==> src/rtl/mem_arb_pkg.sv <==
// mem_arb_pkg: shared types and constants for the memory arbiter.
//   state_t    - arbiter FSM states (IDLE, BUSY_I, BUSY_D)
//   PORT_I/D   - one-bit port identifiers used for grants and the
//                last-grant pointer
//   other_port - returns the opposite port id
package mem_arb_pkg;

    typedef enum logic [1:0] {
        IDLE   = 2'd0,
        BUSY_I = 2'd1,
        BUSY_D = 2'd2
    } state_t;

    localparam logic PORT_I = 1'b0;
    localparam logic PORT_D = 1'b1;

    function automatic logic other_port(input logic port);
        return ~port;
    endfunction

endpackage

==> src/rtl/mem_arb_pick.sv <==
// mem_arb_pick: combinational grant selection.
// Ports:
//   i_req, d_req - current requests from fetch and data ports
//   last_grant   - port that was granted most recently
//   grant        - selected port id (only meaningful when a request is high)
// On conflict the port not granted last wins. Tying last_grant to PORT_I
// turns this into a fixed D-over-I priority.
module mem_arb_pick
    import mem_arb_pkg::*;
(
    input  logic i_req,
    input  logic d_req,
    input  logic last_grant,
    output logic grant
);

    // Winner selection from the present request vector
    always_comb begin
        grant = PORT_I;
        if (i_req && d_req) begin
            grant = other_port(last_grant);
        end else if (d_req) begin
            grant = PORT_D;
        end else begin
            grant = PORT_I;
        end
    end

endmodule

==> src/rtl/mem_arbiter.sv <==
// mem_arbiter: shares one single-port memory between a fetch port (I) and
// a load/store port (D).
// Ports:
//   clk, reset                       - clock, synchronous active-high reset
//   i_req/i_addr/i_flush             - fetch request, address, squash
//   i_ready/i_rdata                  - fetch completion pulse and data
//   d_req/d_we/d_addr/d_wdata        - load/store request
//   d_ready/d_rdata                  - data completion pulse and load data
//   mem_req/mem_we/mem_addr/mem_wdata- memory request side
//   mem_ack/mem_rdata                - memory completion and read data
// Configuration macro MEM_ARB_RR_EN: defined -> round-robin on conflict,
// undefined -> fixed priority D over I (no pointer register).
// Arbitration happens only in IDLE; every transaction is followed by one
// IDLE cycle. Ready pulses are combinational from mem_ack so the minimum
// request-to-ready latency is one cycle.
module mem_arbiter
    import mem_arb_pkg::*;
#(
    parameter int ADDR_W = 32,
    parameter int XLEN   = 32
) (
    input  logic              clk,
    input  logic              reset,
    input  logic              i_req,
    input  logic [ADDR_W-1:0] i_addr,
    input  logic              i_flush,
    output logic              i_ready,
    output logic [XLEN-1:0]   i_rdata,
    input  logic              d_req,
    input  logic              d_we,
    input  logic [ADDR_W-1:0] d_addr,
    input  logic [XLEN-1:0]   d_wdata,
    output logic              d_ready,
    output logic [XLEN-1:0]   d_rdata,
    output logic              mem_req,
    output logic              mem_we,
    output logic [ADDR_W-1:0] mem_addr,
    output logic [XLEN-1:0]   mem_wdata,
    input  logic              mem_ack,
    input  logic [XLEN-1:0]   mem_rdata
);

    state_t            state_r;
    state_t            state_s;
    logic [ADDR_W-1:0] addr_r;
    logic              we_r;
    logic [XLEN-1:0]   wdata_r;
    logic              squash_r;
    logic              grant_s;
    logic              last_s;
    logic              grant_now_s;

    assign grant_now_s = (state_r == IDLE) && (i_req || d_req);

`ifdef MEM_ARB_RR_EN
    logic last_r;

    // Round-robin pointer: remembers the port of every grant
    always_ff @(posedge clk) begin
        if (reset) begin
            last_r <= PORT_I;
        end else if (grant_now_s) begin
            last_r <= grant_s;
        end else begin
            last_r <= last_r;
        end
    end

    assign last_s = last_r;
`else
    // Constant pointer makes the picker resolve conflicts to D
    assign last_s = PORT_I;
`endif

    mem_arb_pick u_pick (
        .i_req      (i_req),
        .d_req      (d_req),
        .last_grant (last_s),
        .grant      (grant_s)
    );

    // Next-state logic
    always_comb begin
        state_s = state_r;
        case (state_r)
            IDLE: begin
                if (i_req || d_req) begin
                    state_s = (grant_s == PORT_D) ? BUSY_D : BUSY_I;
                end else begin
                    state_s = IDLE;
                end
            end
            BUSY_I, BUSY_D: begin
                if (mem_ack) begin
                    state_s = IDLE;
                end else begin
                    state_s = state_r;
                end
            end
            default: state_s = IDLE;
        endcase
    end

    // State register and capture of the winning request
    always_ff @(posedge clk) begin
        if (reset) begin
            state_r <= IDLE;
            addr_r  <= {ADDR_W{1'b0}};
            we_r    <= 1'b0;
            wdata_r <= {XLEN{1'b0}};
        end else begin
            state_r <= state_s;
            if (grant_now_s) begin
                if (grant_s == PORT_D) begin
                    addr_r  <= d_addr;
                    we_r    <= d_we;
                    wdata_r <= d_wdata;
                end else begin
                    addr_r  <= i_addr;
                    we_r    <= 1'b0;
                    wdata_r <= {XLEN{1'b0}};
                end
            end
        end
    end

    // Squash flag: set by a flush during a fetch, cleared when the fetch ends
    always_ff @(posedge clk) begin
        if (reset) begin
            squash_r <= 1'b0;
        end else if (state_r == BUSY_I) begin
            squash_r <= (squash_r || i_flush) && !mem_ack;
        end else begin
            squash_r <= 1'b0;
        end
    end

    // Output decode; everything is forced to zero while reset is high
    always_comb begin
        mem_req   = 1'b0;
        mem_we    = 1'b0;
        mem_addr  = {ADDR_W{1'b0}};
        mem_wdata = {XLEN{1'b0}};
        i_ready   = 1'b0;
        d_ready   = 1'b0;
        i_rdata   = {XLEN{1'b0}};
        d_rdata   = {XLEN{1'b0}};
        if (!reset) begin
            mem_req   = (state_r == BUSY_I) || (state_r == BUSY_D);
            mem_we    = (state_r == BUSY_D) && we_r;
            mem_addr  = addr_r;
            mem_wdata = wdata_r;
            // A flush in the ack cycle itself also suppresses the pulse
            i_ready   = (state_r == BUSY_I) && mem_ack && !squash_r && !i_flush;
            d_ready   = (state_r == BUSY_D) && mem_ack;
            i_rdata   = i_ready ? mem_rdata : {XLEN{1'b0}};
            d_rdata   = d_ready ? mem_rdata : {XLEN{1'b0}};
        end else begin
            mem_req   = 1'b0;
        end
    end

endmodule

==> config.mk <==
export PLATFORM = sky130hd
export DESIGN_NAME = mem_arbiter
export DESIGN_NICKNAME = d
export VERILOG_FILES = /design/src/rtl/mem_arb_pkg.sv /design/src/rtl/mem_arb_pick.sv /design/src/rtl/mem_arbiter.sv
export SDC_FILE = /design/constraint.sdc
export NUM_CORES = 1
export LEC_CHECK = 0
export CAP_MARGIN = 10
export CORE_AREA = 2 2 105 107
export DETAILED_ROUTE_END_ITERATION = 7
export DIE_AREA = 0 0 107 109
export PLACE_DENSITY = 0.92
export SETUP_SLACK_MARGIN = 0.4
export SLEW_MARGIN = 15
export SYNTH_ARGS = -nofsm -noshare
export SYNTH_HDL_FRONTEND = slang
export SYNTH_HIERARCHICAL = 1
export SYNTH_SLANG_ARGS = --single-unit
==> constraint.sdc <==
create_clock -name clk -period 2.8 [get_ports clk]
set_input_delay 0.56 -clock clk [delete_from_list [all_inputs] [get_ports clk]]
set_output_delay 0.56 -clock clk [all_outputs]
set_load 0.01 [all_outputs]
; Word level (Yosys, flattened, before mapping)
; Cells that the tools add are included.
[word_totals]
output_inout_bits = 132
regBits = 68
inputBits = 135
word_cells = 45
[classes]
mux = 19
eq_ne = 3
bitwise = 1
reduce_logical = 17
[op_table]
columns = operator, n
row1 = two-way mux 32 bit, 8
row2 = logical AND 1 bit, 8
row3 = two-way mux 1 bit, 7
row4 = two-way mux 2 bit, 3
row5 = one-hot mux 2 bit (2 select lines), 1
row6 = OR reduction 2 bit, 2
row7 = zero test 1 bit, 3
row8 = logical OR 1 bit, 3
row9 = "equality test 2 x 1 -> 1 bit, second input constant", 1
row10 = "equality test 2 bit, second input constant", 1
row11 = zero test 2 bit, 1
row12 = "inequality test 2 bit, second input constant", 1
row13 = NOT 1 bit, 1

; Longest topological paths before layout
[depth]
depth_word = 6
mapped_depth = 8
depth_no_buf = 5

; Cells and area by module
; The synthesis kept the hierarchy.
[modules_own_cells]
columns = mod, seq_area_each_um2, area_each_um2, cells_each, n_inst
row1 = mem_arbiter, 1361.3, 3678.5, 452, 1
row2 = mem_arb_pick, 0.0, 11.3, 1, 1

; Worst setup path after synthesis
; OpenSTA, ideal clock, no wires.
[synth_path]
path_kind = input to output
start = input i_flush
end = output i_rdata[22]
path_buffers = 1
setup_slack_ns = 0.956
required_time_ns = 2.240
arrival_ns = 1.284
cell_stages = 4
cell_sequence = nor2_1 -> and4_1 -> buf_2 -> and2_1
[synth_via]
elab_chain_len = 4
[synth_rtl]
columns = element, line_no
row1 = from (decl), mem_arbiter.sv:26  ; input logic i_flush,
row2 = zero test 1 bit, mem_arbiter.sv:154  ; i_ready = (state_r == BUSY_I) && mem_ack && !squash_r && !i_flush;
row3 = logical AND 1 bit, mem_arbiter.sv:154
row4 = two-way mux 32 bit, mem_arbiter.sv:156  ; i_rdata = i_ready ? mem_rdata : {XLEN{1'b0}};
row5 = two-way mux 32 bit, mem_arbiter.sv:148  ; if (!reset) begin
row6 = to (decl), mem_arbiter.sv:28  ; output logic [XLEN-1:0] i_rdata,
; No other way between the ends.

; Worst setup path after layout
[layout_path]
start = register state_r[0]
end = output d_rdata[7]
[layout_via]
elab_chain_len = 4
[layout_rtl]
columns = element, line_no
row1 = from (decl), mem_arbiter.sv:43  ; state_t state_r;
row2 = from (signal assigned), mem_arbiter.sv:112  ; state_r <= state_s;
row3 = equality test 2 bit, mem_arbiter.sv:155  ; d_ready = (state_r == BUSY_D) && mem_ack;
row4 = logical AND 1 bit, mem_arbiter.sv:155
row5 = two-way mux 32 bit, mem_arbiter.sv:157  ; d_rdata = d_ready ? mem_rdata : {XLEN{1'b0}};
row6 = two-way mux 32 bit, mem_arbiter.sv:148
row7 = to (decl), mem_arbiter.sv:34  ; output logic [XLEN-1:0] d_rdata,
; No other way between the ends.

==> impl_results.md <==
* Result of the run: finished clean
* Final antenna diode count at 0
* Deepest clock path buffer count at 2
* First-iteration detailed-routing DRC count at 237
* Cell with the largest stage delay on the worst path: sky130_fd_sc_hd__dfxtp_2
* DRT antenna net count at 0
* Routed wire length at 12.1 mm
* Slew Viols, Final at 0
* Worst stage delay on the critical path at 320 ps
* Endpoint arrival time on the critical path at 1790 ps
* Cell Pwr Density at 395 nW/um2
* Mean instance size in the synthesized netlist at 8.15 um2
* Synthesized area at 3690 um2
* Core box area at 10600 um2
* Non-filler instance count after layout at 851
* Post-synthesis sequential area ratio at 36.9%
* Start-to-end type of the worst setup path: flip-flop to output port
* Worst IR Drop VDD at 0.224 mV
* Cell type with the largest total area after synthesis: sky130_fd_sc_hd__dfxtp_1
* Most common cell after layout, fill and taps aside: sky130_fd_sc_hd__clkdlybuf4s50_1
* DP Cell Count at 831
* Cells along the critical path: inv_1 -> ha_2 -> and3_4 -> bufbuf_16 -> and2_1 -> clkdlybuf4s15_1
* Final GP Congestion at 0.785
* Number of fill cells in the layout at 889
* Number of enable-type register cells in the synthesized netlist at 0
* Number of instances in the synthesized netlist at 453
* Count of unique library cells instantiated by Yosys at 29
* GRT Resource Usage Total at 19.4%
* Final total negative setup slack at 0 ps
* Final clock skew at 9.01 ps
* Height of the chip at 109 um
* DPL Wire Length at 9.19 mm
* Count of max-cap constraint violations at 0
* Num ports at 267
* Min Clock Period, post-route at 2350 ps
* Register-to-register path setup slack at 1030 ps
* GR Overflow Total at 0
* Wire length of the first global-routing pass at 18.0 mm
* RSZ-0062 raised after global routing: no
* Critical path launch point type: flip-flop
* Most area-consuming cells after synthesis: sky130_fd_sc_hd__dfxtp_1 37%, sky130_fd_sc_hd__nor2b_1 11%, sky130_fd_sc_hd__and2_1 11%
* Leakage power summed over all cells at 2.87 nW
* Detail-routed net length per standard cell at 14.2 um
* Final WS setup at 448 ps
* Maximum number of pins on one net before global-route repair at 81
* Final hold violation count at 0
* CTS H-Tree Depth at 3
* Largest delay share family, worst path: buffers and inverters
* Final net count at 844
* Share of layout cells above drive strength 1 at 8.72%
* Total of buffers placed on input and output ports at 266
* Clock Latency Late Sink at 330 ps
* Number of nets produced by synthesis at 591
* CTS tree: built
* Fmax at 425 MHz
* Biggest fanout along the worst timing path at 16
* Final-report setup violation count at 0
* Capturing element type of the critical path: output port
* Via density per instance at 4.66
* Tightest hold margin at 453 ps
* Final Cell Area at 6680 um2
* Area of the die at 11700 um2
* Vias after detailed routing at 3966
* Initial Utilization at 34.8%
* Area growth from synthesis to layout at 81.1%
* Worst slack after detailed placement at 23.2 ps
* HP Class: flip-flop to flip-flop
* First-pass iteration count of the detailed router at 4
* Number of clock buffers inserted by TritonCTS at 9
* Number of flip-flops and latches in the synthesized netlist at 68
* Number of global-route vias before repair at 3693
* DRC Markers at 0
* Most used cells in the layout excluding fill and tap cells: 196 x sky130_fd_sc_hd__clkdlybuf4s50_1, 67 x sky130_fd_sc_hd__dfxtp_1, 66 x sky130_fd_sc_hd__nor2b_1, 66 x sky130_fd_sc_hd__nand2_1, 64 x sky130_fd_sc_hd__and2_1
* Synth Flop Type: sky130_fd_sc_hd__dfxtp_1
* Clk sink count at 68
* Number of antenna violations at the first check in global routing at 0
* Share of the clock period used by the worst path after layout at 84.0%
* CTS root buf: sky130_fd_sc_hd__clkbuf_8
* Fraction of synthesized cell area taken by the top area cell type at 36.9%
* Clock slew at the register clock pins of the worst setup and hold paths at 80 ps
* Count of buffering cells on the critical path with inverters included at 3
* Cell row count at 38
* Area after detailed placement at 6400 um2
* Req. time, crit path at 2240 ps
* Quantity of hold-fixing buffers added after cts at 0
* Die W at 107 um
* Synthesis warning total at 6
* Share of synthesized registers carrying an async set or reset at 0%
[final timing paths]
check,endpoint,from,cells after the start
setup reg to reg,addr_r[28],state_r[1],6
setup / recovery,d_rdata[7],state_r[0],6
hold reg to reg,we_r,we_r,2
hold / removal,we_r,we_r,2
[final cells by class]
class / count / area (um2) / share of cell area [%]
clock buffer: 9 / 124 / 1.85
clock inverter: 7 / 80.1 / 1.20
inverter: 3 / 11.3 / 0.169
multi-input combinational: 343 / 2080 / 31.1
sequential: 68 / 1360 / 20.4
tap: 140 / 175 / 2.62
timing repair buffer: 281 / 2850 / 42.7
[stage by stage]
step | power [W] | utilization [%]
after global placement | 0.00181 | 60.4
after floorplan | 0.00146 | -
after global routing | 0.00279 | 63.0
final | 0.00264 | 63.0
after detailed placement | 0.00183 | 60.4
after CTS | 0.00268 | 62.9
[power breakdown]
part	switching [W]	total [W]	internal, W
Sequential	0.0000319	0.00109	0.00105
Combinational	0.000312	0.000722	0.000410
Clock	0.000412	0.000836	0.000424
[worst reg2reg max path: cells and delay by family (launching register included)]
family	cells	cell delay (ps)
AOI/OAI and AO/OA	2	670
and+or+nand+nor	1	90
adders and majority gates	1	220
DFF	1	330
buffers and inverters	2	380
[timing repair]
action,in CTS,in global routing
cloned,2,1
gates resized for setup,119,27
pin swaps,1,2
endpoints found under the setup margin,66,49
buffers inserted,1,0
[Yosys cell counts, types with 3 or more instances]
library cell,number
sky130_fd_sc_hd__nand3_1,33
sky130_fd_sc_hd__clkbuf_1,4
sky130_fd_sc_hd__mux2i_1,32
sky130_fd_sc_hd__buf_2,17
sky130_fd_sc_hd__inv_1,3
sky130_fd_sc_hd__nor2b_1,66
sky130_fd_sc_hd__nor2_1,33
sky130_fd_sc_hd__and2_1,64
sky130_fd_sc_hd__buf_6,8
sky130_fd_sc_hd__buf_4,5
sky130_fd_sc_hd__ha_1,3
sky130_fd_sc_hd__nand2_1,66
sky130_fd_sc_hd__dfxtp_1,68
sky130_fd_sc_hd__a211oi_1,32
[flip-flops by register name (all words and copies together), names as in the netlist]
register / flops
addr_r: 32
wdata_r: 32
state_r: 2
squash_r: 1
we_r: 1
[logic make-up after synthesis]
family,share of synthesized area [%]
flops,36.9
simple gates,37.9
buf+inv,7.66
mux,8.68
fa+ha+maj,1.02
compound gates,7.70
other cells,0.102
[per-layer routing]
metal | part of all wire [%] | global-route usage, % | vias up | routed length (um)
met4 | 0.89 | 5.29 | 0 | 108
met3 | 7.3 | 5.14 | 9 | 884
met2 | 52 | 35.1 | 161 | 6290
met1 | 40 | 22.6 | 1801 | 4830
li1 | - | - | 1995 | -
met5 | 0 | 0 | - | 0
No activity file was read; power rests on OpenSTA's default activity.
==> patch: new RTL, same flow settings <==
Build with the macro `MEM_ARB_RR_EN` defined.
--- a/src/rtl/mem_arbiter.sv
+++ b/src/rtl/mem_arbiter.sv
@@ -15,2 +15,4 @@
 // request-to-ready latency is one cycle.
+`define MEM_ARB_RR_EN
+
 module mem_arbiter
Behaviour: not the same (a bounded check fails within 4 cycles, from zero or initial values and one cycle with reset high).
==> patch against the unedited design <==
- global-route usage increased by 2.9 points
- largest power group unchanged
- final cell count fell by 1.2%
- setup slack worse by 0.074 ns
- design area grew 2.9%
- worst hold slack worse by 0.0015 ns
- first-iteration DRC count is 40% lower
- power shrank 0.41%
- sequential cell count increased by 1
- area after synthesis up 1.2%
- routed wire length grew 12%
- fmax decreased by 3.1%
- register-to-register slack better by 0.19 ns
- combinational power increased by 0.6%
==> patch: results (changes against the unedited design) <==
synth_top_area_share: 0.370  # +0.000911
slowest_delay_ns: 0.27  # -0.05 ns
ys_types: 31  # +6.9%
wl_per_cell_um: 16.1  # +13%
clk_pin_slew_worst_paths_ns: 0.07
ys_seq_area_frac: 0.370  # +0.000911
critPathArrivalTime_ns: 1.87  # +0.08 ns
startpoint: "i_flush"
syn_nets: 560  # -5.2%
max-vdd-ir-drop_mv: 0.311  # +39%
grt_use_total: 0.223  # +0.0288
synth_common_cells: "dfxtp_1, nand2_1, nor2b_1"
initialDrtViolationCount: 142  # -40%
drt-vias-per-instance: 4.76  # +2.1%
final_nets: 835  # -1.1%
worstReg2RegEnd: "addr_r[0]$_SDFFE_PP0P_"
top_regs: "addr_r (32), wdata_r (32), state_r (2)"
drive_above_1_share: 0.121  # +0.0341
seqPwrFrac: 0.422  # +0.011
synthAdderAreaFrac: 0.0101  # -0.000123
power_leakage_nw: 3.46  # +21%
crit_path_top_delay_cell: "and4_4"
worstRegToRegCells: 6  # unchanged
muxShareOfSynthArea: 0.0858  # -0.00105
skew_ns: 0.0101  # +0.00106 ns
reg2reg_slack_ns: 1.22  # +0.19 ns
clock_latency_ns: 0.35  # +0.02 ns
internal_power_mw: 1.88  # -0.22%
routabilityCongestion: 0.766  # -2.4%
grt_pass1_wl_mm: 20.3  # +13%
path_max_fanout: 6  # -10
grt_max_degree: 36  # -56%
synth.area.top_cells: "dfxtp_1, nor2b_1, and2_1"
outcome: "finished, final reports clean"
hpwl_mm: 9.57  # +4.1%
grt_pass1_vias: 4077  # +10%
synth_compound_area_frac: 0.110  # +0.0326
patch: cell count changes in the layout (fill, tap and decap cells not counted), moves of 13 or more:
cell,change
a211oi_1,-32
clkdlybuf4s15_1,-24
clkdlybuf4s15_2,-13
dlymetal6s2s_1,+27
nor2_1,-32
o2bb2ai_1,+20
patch: area by class of cell:
type / instances / area, sq um
Tap cell: 140 / 175
Inverter: 3 / 13.8
Sequential cell: 69 / 1390
Clock inverter: 6 / 63.8
Multi-Input combinational cell: 323 / 2220
Clock buffer: 9 / 124
Fill cell: 882 / 3720
Timing Repair Buffer: 291 / 2900
patch: worst max path at each step:
stage	endpoint	depth (start not counted)
2_1_floorplan	i_rdata[22]	5
3_3_place_gp	i_rdata[20]	5
3_5_place_dp	i_rdata[7]	5
4_1_cts	i_rdata[27]	7
5_1_grt	i_rdata[8]	7
6_report	i_rdata[8]	7
patch: kinds of logic after synthesis:
logic type      after synthesis
simple gates                241
mux                          32
fa+ha+maj                     3
buf+inv                      38
flops                        69
compound gates               39
patch: power groups by stage:
stage / Combinational [mW] / Sequential (mW) / Clock (mW)
floorplan: 0.348 / 1.12 / 0
CTS: 0.727 / 1.11 / 0.818
finish: 0.726 / 1.11 / 0.796
global placement: 0.689 / 1.12 / 0
global route: 0.781 / 1.12 / 0.859
detailed placement: 0.709 / 1.13 / 0
patch: per-stage QoR:
stage,utilization,worst slack [ns],instances,hold slack [ns],instance area [sq um]
final,0.649,0.374,841,0.451,6880
after global routing,0.649,0.316,841,0.479,6880
after CTS,0.639,0.226,839,0.455,6770
after detailed placement,0.605,-0.0362,802,0.440,6410
after global placement,0.605,0.00978,802,0.438,6410
after floorplan,-,0.950,422,0.425,3730
patch: worst min-delay path, delay by kind of cell, from the launching register on:
kind	cells	cell delay, ns
AND/OR/NAND/NOR	1	0.05
flip-flops	1	0.31
AO/OA/AOI/OAI	1	0.05
patch: metal layers:
| layer | GRT usage | wire, um | vias up |
|---|---|---|---|
| li1 | - | - | 1968 |
| met1 | 0.234 | 5000 | 1843 |
| met2 | 0.421 | 7240 | 173 |
| met3 | 0.0663 | 1090 | 18 |
| met4 | 0.0788 | 194 | 0 |
| met5 | 0 | 0 | - |
patch: repair_timing:
item	in CTS	in global routing
pin swaps	7	1
setup endpoints to repair	76	69
gates resized for setup	54	54
gates cloned	7	1
endpoints found under the hold margin	0	0
setup buffers	15	1
